File: config.mk
export PLATFORM = sky130hd
export DESIGN_NAME = neuron_seq
export DESIGN_NICKNAME = d
export VERILOG_FILES = /design/src/rtl/neuron_seq.sv
export SDC_FILE = /design/constraint.sdc
export NUM_CORES = 1
export LEC_CHECK = 0
export ABC_AREA = 1
export CAP_MARGIN = 40
export CORE_AREA = 2 2 207 209
export DETAILED_ROUTE_END_ITERATION = 16
export DIE_AREA = 0 0 209 211
export PLACE_DENSITY_LB_ADDON = 0.08
export SYNTH_ARGS = -nofsm -noshare
export SYNTH_HDL_FRONTEND = slang
export SYNTH_SLANG_ARGS = --single-unit
File: constraint.sdc
create_clock -name clk -period 26.5 [get_ports clk]
set_input_delay 6.625 -clock clk [delete_from_list [all_inputs] [get_ports clk]]
set_output_delay 6.625 -clock clk [all_outputs]
set_load 0.02 [all_outputs]
File: src/rtl/neuron_seq.sv
// neuron_seq: sequential multiply-accumulate neuron with bias, saturated Q-format sum and sign activation
// Ports:
//   clk, rst          clock, synchronous active-high reset
//   start_i           request one evaluation (sampled only while idle)
//   busy_o, done_o    evaluation in progress / one-cycle result-valid pulse
//   x_data_i/x_valid_i/x_ready_o   input sample stream, consumed when valid and ready
//   rom_addr_o, rom_dout_i         registered weight ROM address / data one cycle later
//   sum_o, fire_o     saturated neuron sum and activation (acc >= 0)
module neuron_seq #(
    parameter int N_INPUTS  = 9,
    parameter int BASE_ADDR = 1,
    parameter int FRAC_BITS = 8
) (
    input  logic               clk,
    input  logic               rst,
    input  logic               start_i,
    output logic               busy_o,
    output logic               done_o,
    input  logic signed [15:0] x_data_i,
    input  logic               x_valid_i,
    output logic               x_ready_o,
    output logic [15:0]        rom_addr_o,
    input  logic signed [15:0] rom_dout_i,
    output logic signed [15:0] sum_o,
    output logic               fire_o
);
    typedef enum logic [2:0] {IDLE, REQ, WAIT, BREQ, BWAIT, FIN} state_t;

    localparam logic [15:0] W_BASE = 16'(BASE_ADDR);
    localparam logic [15:0] B_ADDR = 16'(BASE_ADDR + N_INPUTS);
    localparam logic [15:0] LAST   = 16'(N_INPUTS - 1);

    state_t             state_q;
    logic [15:0]        idx_q;
    logic signed [39:0] acc_q;
    logic signed [31:0] prod;
    logic signed [39:0] mac_d;
    logic signed [39:0] bias_d;
    logic signed [39:0] shifted;
    logic signed [15:0] sum_d;

    assign prod      = rom_dout_i * x_data_i;
    assign mac_d     = acc_q + {{8{prod[31]}}, prod};
    // bias is aligned to the product's fractional point before being added
    assign bias_d    = acc_q + ({{24{rom_dout_i[15]}}, rom_dout_i} <<< FRAC_BITS);
    assign shifted   = acc_q >>> FRAC_BITS;
    assign sum_d     = (shifted > 40'sd32767)  ? 16'sh7FFF :
                       (shifted < -40'sd32768) ? 16'sh8000 : shifted[15:0];
    assign x_ready_o = (state_q == WAIT);

    always_ff @(posedge clk) begin
        if (rst) begin
            state_q    <= IDLE;
            idx_q      <= '0;
            acc_q      <= '0;
            rom_addr_o <= '0;
            sum_o      <= '0;
            fire_o     <= 1'b0;
            done_o     <= 1'b0;
            busy_o     <= 1'b0;
        end else begin
            done_o <= 1'b0;
            case (state_q)
                IDLE: if (start_i) begin
                    state_q    <= REQ;
                    idx_q      <= '0;
                    acc_q      <= '0;
                    rom_addr_o <= W_BASE;
                    busy_o     <= 1'b1;
                end
                REQ: state_q <= WAIT;
                WAIT: if (x_valid_i) begin
                    acc_q <= mac_d;
                    idx_q <= idx_q + 16'd1;
                    state_q    <= (idx_q == LAST) ? BREQ : REQ;
                    rom_addr_o <= (idx_q == LAST) ? B_ADDR : W_BASE + idx_q + 16'd1;
                end
                BREQ: state_q <= BWAIT;
                BWAIT: begin
                    acc_q   <= bias_d;
                    state_q <= FIN;
                end
                FIN: begin
                    sum_o   <= sum_d;
                    fire_o  <= ~acc_q[39];
                    done_o  <= 1'b1;
                    busy_o  <= 1'b0;
                    state_q <= IDLE;
                end
                default: state_q <= IDLE;
            endcase
        end
    end
endmodule

==> reports/qor.txt, run 1 <==
Result of the run = finished, final reports clean
CTS tree = done
Via count of the first global-routing pass = 18,062
Number of max-slew violations in the final report = 0
Half-perimeter wire length after placement = 50,500 µm
Number of I/O pins = 72
Maximum number of buffers from clock root to sink = 2
Detailed Route WL = 59,800 µm
Clock-pin slew of the registers on the worst-case setup and hold paths = 0.07 ns
Number of diodes = 0
Final global-route overflow total = 0
Root buf cell = clkbuf_16
I/O Buffers = 71
Synth Area in Adders = 37.1%
Required arrival time at the worst endpoint = 26.81 ns
Slew margin rel. = 41.1%
Drc violations = 0
Hold violation total from the final report = 0
Library cell with the largest summed area after synthesis = fa_1
Number of synthesized flops with an enable pin = 0
Final core area utilization = 50.6%
Via count = 18,190
DIE AREA = 44,100 µm²
Number of register bits inferred by synthesis = 94
Type of the most critical hold path = register to register
Number of levels in the clock H-tree = 3
Sequential-to-total area share from yosys stat = 9.63%
Global placer's final weighted congestion = 0.995
Area growth from synthesis to layout = 8.10%
Cell repeated most along the worst path = nand2_1
Num CTS Buffers = 9
Syn_nets = 3,370
Most common cell after layout, fill and taps aside = nand2_1
Max frequency = 66.1 MHz
Proportion of synthesized area in mux cells = 0%
Largest net degree at the start of global routing = 60
Number of DRC violations after detailed-routing iteration 0 = 1,095
Worst-path fanout max = 16
Max Cap Violations = 0
Average wire length per cell after detail routing = 17.2 µm
Setup-failing EPs final = 0
Final Worst Setup Slack = 11.38 ns
Hold buffers post-CTS = 0
Post-CTS Resized = 0
Total Neg Setup Slack = 0 ns
Remaining antenna violation count = 0
Unrepaired setup endpoints after global routing = no
Least-Margin Pin Slew = 0.882 ns
Synth Area in Compound Gates = 11.8%
Critical Setup Path Class = input port to register
Highest cell delay on the worst timing path = 0.98 ns
Synth Instances = 2,913
Post-placement setup slack = 11.23 ns
Prevailing post-synth register cell = dfxtp_1
Total global-route track usage = 28.0%
Max Clock Skew = 0.0154 ns
Final nets = 3,386
CP Capture Type = register
Async set-reset flop share out of synthesis = 0%
Most frequent cells in the layout = nand2_1, inv_1, fa_1
Clock latency on the worst-skew pair = 0.38 ns
Shortest clock period the worst path allows after layout = 15.12 ns
Top area cells in the synthesized netlist = fa_1, nand2_1, inv_1
Syn Std Cell Area = 19,600 µm²
Area share of the largest cell type after synthesis = 27.0%
Parity-gate share of the synthesized area counting xor and xnor cells = 1.79%
Share of post-route cells with drive strength above 1 = 3.41%
Synth Warn # = 0
Area fraction in and, or, nand and nor cells after synthesis = 25.5%
CP arrival = 15.43 ns
Drt first pass iters = 6
CP startpoint kind = input port
Antenna violations before repair = 0
Starting density of the core = 46.8%
Avg Vias per Cell = 5.24
Die Ht = 211 µm
Number of library cell types mapped by synthesis = 47
Highest-delay cell along the critical path = clkdlybuf4s50_1
Number of clock sinks = 94
Global-route wire length before repair = 97,000 µm
Standard-cell row count = 75
Syn Area/Cell = 6.71 µm²
Core Box Area = 41,800 µm²
Combinational family with the most area after synthesis = adder cells
Horizontal extent of the die = 209 µm
Buffer count from post-CTS setup fixing = 0
Share of the clock period used by the worst path = 57.1%
[logic make-up (layout without fill, tap and decap cells)]
kind of cell,count (synthesis),count (layout)
compound gates,428,428
xor+xnor,40,40
fa+ha+maj,421,421
buf+inv,726,747
flops,94,94
simple gates,1204,1204
[registers in the layout, summed over array words and instances, names as in the netlist]
name and cells:
acc_q 40, idx_q 16, rom_addr_o 16, sum_o 16
state_q 3, busy_o 1, done_o 1, fire_o 1
[cell usage after synthesis (5+ instances only)]
master	instances
nand2_1	740
inv_1	624
fa_1	264
nor2_1	235
a21oi_1	216
ha_1	157
o21ai_0	131
nand3_1	126
dfxtp_1	94
clkbuf_1	78
nand4_1	28
xor2_1	25
or2_2	19
a31oi_1	15
xnor2_1	15
nor3_1	14
o21ai_1	13
o21bai_1	13
nor4_1	11
inv_2	10
a21o_1	9
o211ai_1	9
nand2_2	8
a21boi_0	5
buf_2	5
buf_6	5
nor2_2	5
o21a_1	5
[final cells by class]
| cell class | count | area, µm² |
|---|---|---|
| Sequential cell | 94 | 1880 |
| Timing Repair Buffer | 97 | 985 |
| Clock inverter | 6 | 77.6 |
| Tap cell | 539 | 674 |
| Fill cell | 4324 | 20600 |
| Clock buffer | 10 | 229 |
| Multi-Input combinational cell | 2093 | 14900 |
| Inverter | 634 | 2380 |
[metrics by stage]
stage	instance area (µm²)	hold WS (ns)	instances
after floorplan	19600	0.444	2913
after global placement	20700	0.432	3447
after detailed placement	20800	0.439	3457
after CTS	21100	0.453	3473
after global routing	21100	0.487	3473
final	21100	0.458	3473
[final timing paths]
| kind | from | to | slack [ns] | depth (start not counted) |
|---|---|---|---|---|
| min | fire_o | fire_o | 0.46 | 2 |
| min reg2reg | fire_o | fire_o | 0.46 | 2 |
| max | x_data_i[2] | acc_q[34] | 11.38 | 29 |
| max reg2reg | acc_q[0] | acc_q[32] | 23.32 | 14 |
[metal layers]
layer  global-route usage (%)  up-vias  share of wire (%)
met3                     2.51       81                4.8
met5                        0        -                  0
met1                     36.9     8668                 43
met2                     49.4      481                 49
met4                     7.76        0                2.5
li1                         -     8960                  -
[critical path, delay by kind of cell]
family	cells	cell delay, ns
and+or+nand+nor	12	2.50
AOI/OAI and AO/OA	3	0.53
buffers and inverters	6	1.33
adders and majority gates	8	4.42
Power of run 1 is left out: the tool's default activity adds up to more than one toggle a clock period on the data nets, which glitch-free logic cannot reach.
==> run 2: changes to the inputs <==
- clock period: 26.5 -> 14.16 ns (I/O delays scaled with it)
==> run 2 against run 1 <==
  * First-iteration DRC count rose by 1.3%
  * Clock skew shrank 0.0047 ns
  * Core utilization fell by 0.11 points
  * Non-clock buffer count increased by 2
  * Register-to-register slack got worse by 12 ns
  * Design area decreased by 0.21%
  * Count of clock-buffer cells in the layout shrank 1
==> reports/qor.txt, run 2 (synthesis results as in run 1) <==
Result of the run = finished, final reports clean
Slew margin rel. = 43.8%
Global-route wire length before repair = 98,200 µm
Horizontal extent of the die = 209 µm
Antenna violations before repair = 0
Clock latency on the worst-skew pair = 0.38 ns
Worst-path fanout max = 16
Max Cap Violations = 0
Fill cell count = 4,351
Via count of the first global-routing pass = 18,177
Register with the most flip-flops = acc_q
Required arrival time at the worst endpoint = 14.40 ns
Flip-flop count of the largest register, all copies and words added = 40
Min-delay src = fire_o
Number of cells on the critical path = 31
CP startpoint kind = input port
Starting density of the core = 46.8%
Number of diodes = 0
CP arrival = 12.00 ns
Maximum number of buffers from clock root to sink = 2
Kind of cell adding the most delay to the critical path = adder cells
Post-CTS Resized = 0
I/O Buffers = 71
Drc violations = 0
Shortest clock period the worst path allows after layout = 11.76 ns
Hold buffers post-CTS = 0
Unrepaired setup endpoints after global routing = no
Sequential Area = 1880 µm²
Core Box Area = 41,800 µm²
Number of I/O pins = 72
Detailed Route WL = 60,400 µm
Number of max-slew violations in the final report = 0
Drt first pass iters = 5
Number of buffers and inverters on the critical path = 6
Highest cell delay on the worst timing path = 0.83 ns
Largest net degree at the start of global routing = 61
CP Capture Type = register
Average wire length per cell after detail routing = 17.4 µm
Number of DRC violations after detailed-routing iteration 0 = 1,109
Cell depth of the worst hold path = 2
Standard-cell row count = 75
Global placer's final weighted congestion = 1.01
Remaining antenna violation count = 0
Highest-delay cell along the critical path = clkdlybuf4s50_1
Half-perimeter wire length after placement = 50,900 µm
Number of clock sinks = 94
Clock-pin slew of the registers on the worst-case setup and hold paths = 0.07 ns
Critical Setup Path Class = input port to register
Num CTS Buffers = 9
Critical register-to-register path startpoint = acc_q[0]
Final nets = 3,388
Number of cells traversed by the worst register-to-register path = 14
Least-Margin Pin Slew = 0.840 ns
Total Neg Setup Slack = 0 ns
Final global-route overflow total = 0
Share of the clock period used by the worst path = 83.1%
Share of post-route cells with drive strength above 1 = 3.44%
Root buf cell = clkbuf_16
Avg Vias per Cell = 5.22
Type of the most critical hold path = register to register
Most common cell after layout, fill and taps aside = nand2_1
Via count = 18,117
Buffer count from post-CTS setup fixing = 0
Max frequency = 85.0 MHz
Most frequent cells in the layout = nand2_1, inv_1, fa_1
Total global-route track usage = 28.5%
CTS tree = done
Number of levels in the clock H-tree = 3
Setup-failing EPs final = 0
DIE AREA = 44,100 µm²
Cell repeated most along the worst path = fa_1
Die Ht = 211 µm
Max Clock Skew = 0.0107 ns
Multi-input combinational cell area = 14,900 µm²
Area growth from synthesis to layout = 7.87%
Hold violation total from the final report = 0
First element of the critical path = x_data_i[6]
run 2: worst paths after layout:
path,to,slack [ns]
hold / removal,fire_o,0.45
setup reg to reg,acc_q[32],11.03
setup / recovery,acc_q[23],2.40
hold reg to reg,fire_o,0.45
run 2: metal layers:
metal	track usage, %	up-vias	routed length, µm
met4	11.0	0	2170
li1	-	8967	-
met2	49.3	440	29100
met5	0	-	0
met3	2.42	99	2670
met1	37.2	8611	26400
run 2: area by class of cell:
type / instances / share of cell area [%]
flip-flops and latches: 94 / 8.92
clock buffers: 9 / 1.07
multi-input cells: 2093 / 70.6
repair buffers: 99 / 4.66
inverters: 634 / 11.3
clock inverters: 6 / 0.214
well taps: 539 / 3.20
run 2: through the flow:
step / instance area [µm²] / cells / util [%] / hold WS [ns] / setup slack (ns)
floorplan: 19600 / 2913 / - / 0.444 / 3.82
global placement: 20700 / 3454 / 49.6 / 0.432 / 2.07
detailed placement: 20800 / 3459 / 49.9 / 0.440 / 2.13
CTS: 21100 / 3474 / 50.5 / 0.454 / 2.51
global route: 21100 / 3474 / 50.5 / 0.482 / 1.93
finish: 21100 / 3474 / 50.5 / 0.445 / 2.40
run 2: tightest hold or removal path, cell delays in order, from the launching register on:
cell	delay (ns)
dfxtp_1	0.31
inv_1	0.05
a21oi_1	0.05
Power of run 2 is left out for the same reason.
==> run 3: changes to the inputs <==
- clock period: 14.16 -> 9.9 ns (I/O delays scaled with it)
==> run 3 against run 2 <==
  * Sequential share of layout area decreased by 0.82 points
  * Routed wire length increased by 2.1%
  * Critical path depth unchanged
  * Clock skew about the same
  * Die area unchanged
==> reports/qor.txt, run 3 (synthesis results as in run 1) <==
Avg Vias per Cell = 5.15
Number of diodes = 0
CTS tree = done
Reg2Reg Capture Point = acc_q[32]
I/O Buffers = 71
Half-perimeter wire length after placement = 53,200 µm
Largest net degree at the start of global routing = 57
Max Clock Skew = 0.0107 ns
Highest-delay cell along the critical path = clkdlybuf4s50_1
Root buf cell = clkbuf_16
Detailed Route WL = 61,700 µm
CP arrival = 9.81 ns
Starting density of the core = 46.8%
Number of clock sinks = 94
Final nets = 3,602
CP Capture Type = register
Cell depth of the worst hold path = 2
Standard-cell row count = 75
Via count = 18,999
Area growth from synthesis to layout = 18.8%
Least-Margin Pin Slew = 0.866 ns
Num CTS Buffers = 9
Maximum number of buffers from clock root to sink = 2
Worst-path fanout max = 6
Drc violations = 0
Number of levels in the clock H-tree = 3
Total global-route track usage = 29.2%
Clock-pin slew of the registers on the worst-case setup and hold paths = 0.07 ns
Final core area utilization = 55.6%
Max frequency = 104 MHz
Average wire length per cell after detail routing = 16.7 µm
Number of DRC violations after detailed-routing iteration 0 = 1,174
Slew margin rel. = 42.2%
Type of the most critical hold path = register to register
First element of the critical path = x_data_i[1]
Cell area after layout = 23,200 µm²
Remaining antenna violation count = 0
Via count of the first global-routing pass = 19,243
Result of the run = finished, final reports clean
Share of post-route cells with drive strength above 1 = 12.0%
Max Cap Violations = 0
R2R Setup Slk = 6.87 ns
Die Ht = 211 µm
Antenna violations before repair = 0
Register with the most flip-flops = acc_q
Share of the clock period used by the worst path = 96.9%
Cell repeated most along the worst path = fa_1
Drt first pass iters = 6
Core Box Area = 41,800 µm²
Horizontal extent of the die = 209 µm
Final global-route overflow total = 0
Number of cells traversed by the worst register-to-register path = 13
Flip-flop count of the largest register, all copies and words added = 40
Critical Setup Path Class = input port to register
Unrepaired setup endpoints after global routing = yes
Shortest clock period the worst path allows after layout = 9.59 ns
Most common cell after layout, fill and taps aside = nand2_1
Number of I/O pins = 72
Hold violation total from the final report = 0
CP startpoint kind = input port
Required arrival time at the worst endpoint = 10.12 ns
Clock latency on the worst-skew pair = 0.37 ns
Cell area after placement = 22,600 µm²
Minimum hold slack = 0.441 ns
Setup-failing EPs final = 0
Global placer's final weighted congestion = 0.982
Most frequent cells in the layout = nand2_1, inv_1, fa_1
Number of max-slew violations in the final report = 0
Worst setup path endpoint = acc_q[23]
Critical register-to-register path startpoint = acc_q[0]
DIE AREA = 44,100 µm²
Global-route wire length before repair = 102,000 µm
Highest cell delay on the worst timing path = 0.57 ns
## run 3: cell types whose count changed in the layout (fill, tap and decap cells not counted), moves of 6 or more
cell     delta
a21oi_2    +11
o21ai_0     -6
ha_1        -7
nor2_1     -15
buf_4     +198
nor2_2     +15
buf_12     +18
a21oi_1    -11
## run 3: area by class of cell
| cell class | instances | area, µm² |
|---|---|---|
| flip-flops and latches | 94 | 1880 |
| well taps | 539 | 674 |
| clock inverters | 5 | 61.3 |
| multi-input cells | 2093 | 15200 |
| fillers | 4173 | 18500 |
| inverters | 634 | 2380 |
| clock buffers | 11 | 253 |
| repair buffers | 313 | 2790 |
## run 3: metal layers
layer / GRT usage (%) / routed length [µm]
met4: 9.33 / 2110
met2: 51.2 / 30100
met3: 2.30 / 2390
met1: 38.4 / 27100
met5: 0 / 0
## run 3: metrics by stage
step	setup TNS [ns]	setup WS [ns]	std cells
floorplan	0	0.630	2913
global placement	-4.86	-0.446	3670
detailed placement	-5.91	-0.539	3671
CTS	0	0.00675	3687
global route	-0.154	-0.0628	3689
finish	0	0.307	3689
## run 3: worst max-delay path, delay by kind of cell
kind	cells	cell delay, ns
AOI/OAI and AO/OA	5	0.95
and+or+nand+nor	7	0.67
xor gates and xnor gates	1	0.31
adders and majority gates	8	3.75
buffers and inverters	10	1.64
## run 3: how the worst min path moves through the flow
stage	end	start
after floorplan	acc_q[0]	acc_q[0]
after global placement	fire_o	fire_o
after detailed placement	fire_o	fire_o
after CTS	fire_o	fire_o
after global routing	fire_o	fire_o
final	fire_o	fire_o
## run 3: repair_timing
item,CTS,global route
resized for setup,2,76
buffers inserted,0,2
gates cloned,0,0
setup endpoints to repair,10,22
hold buffers,0,0
pin swaps,0,17
Power of run 3 is left out for the same reason.
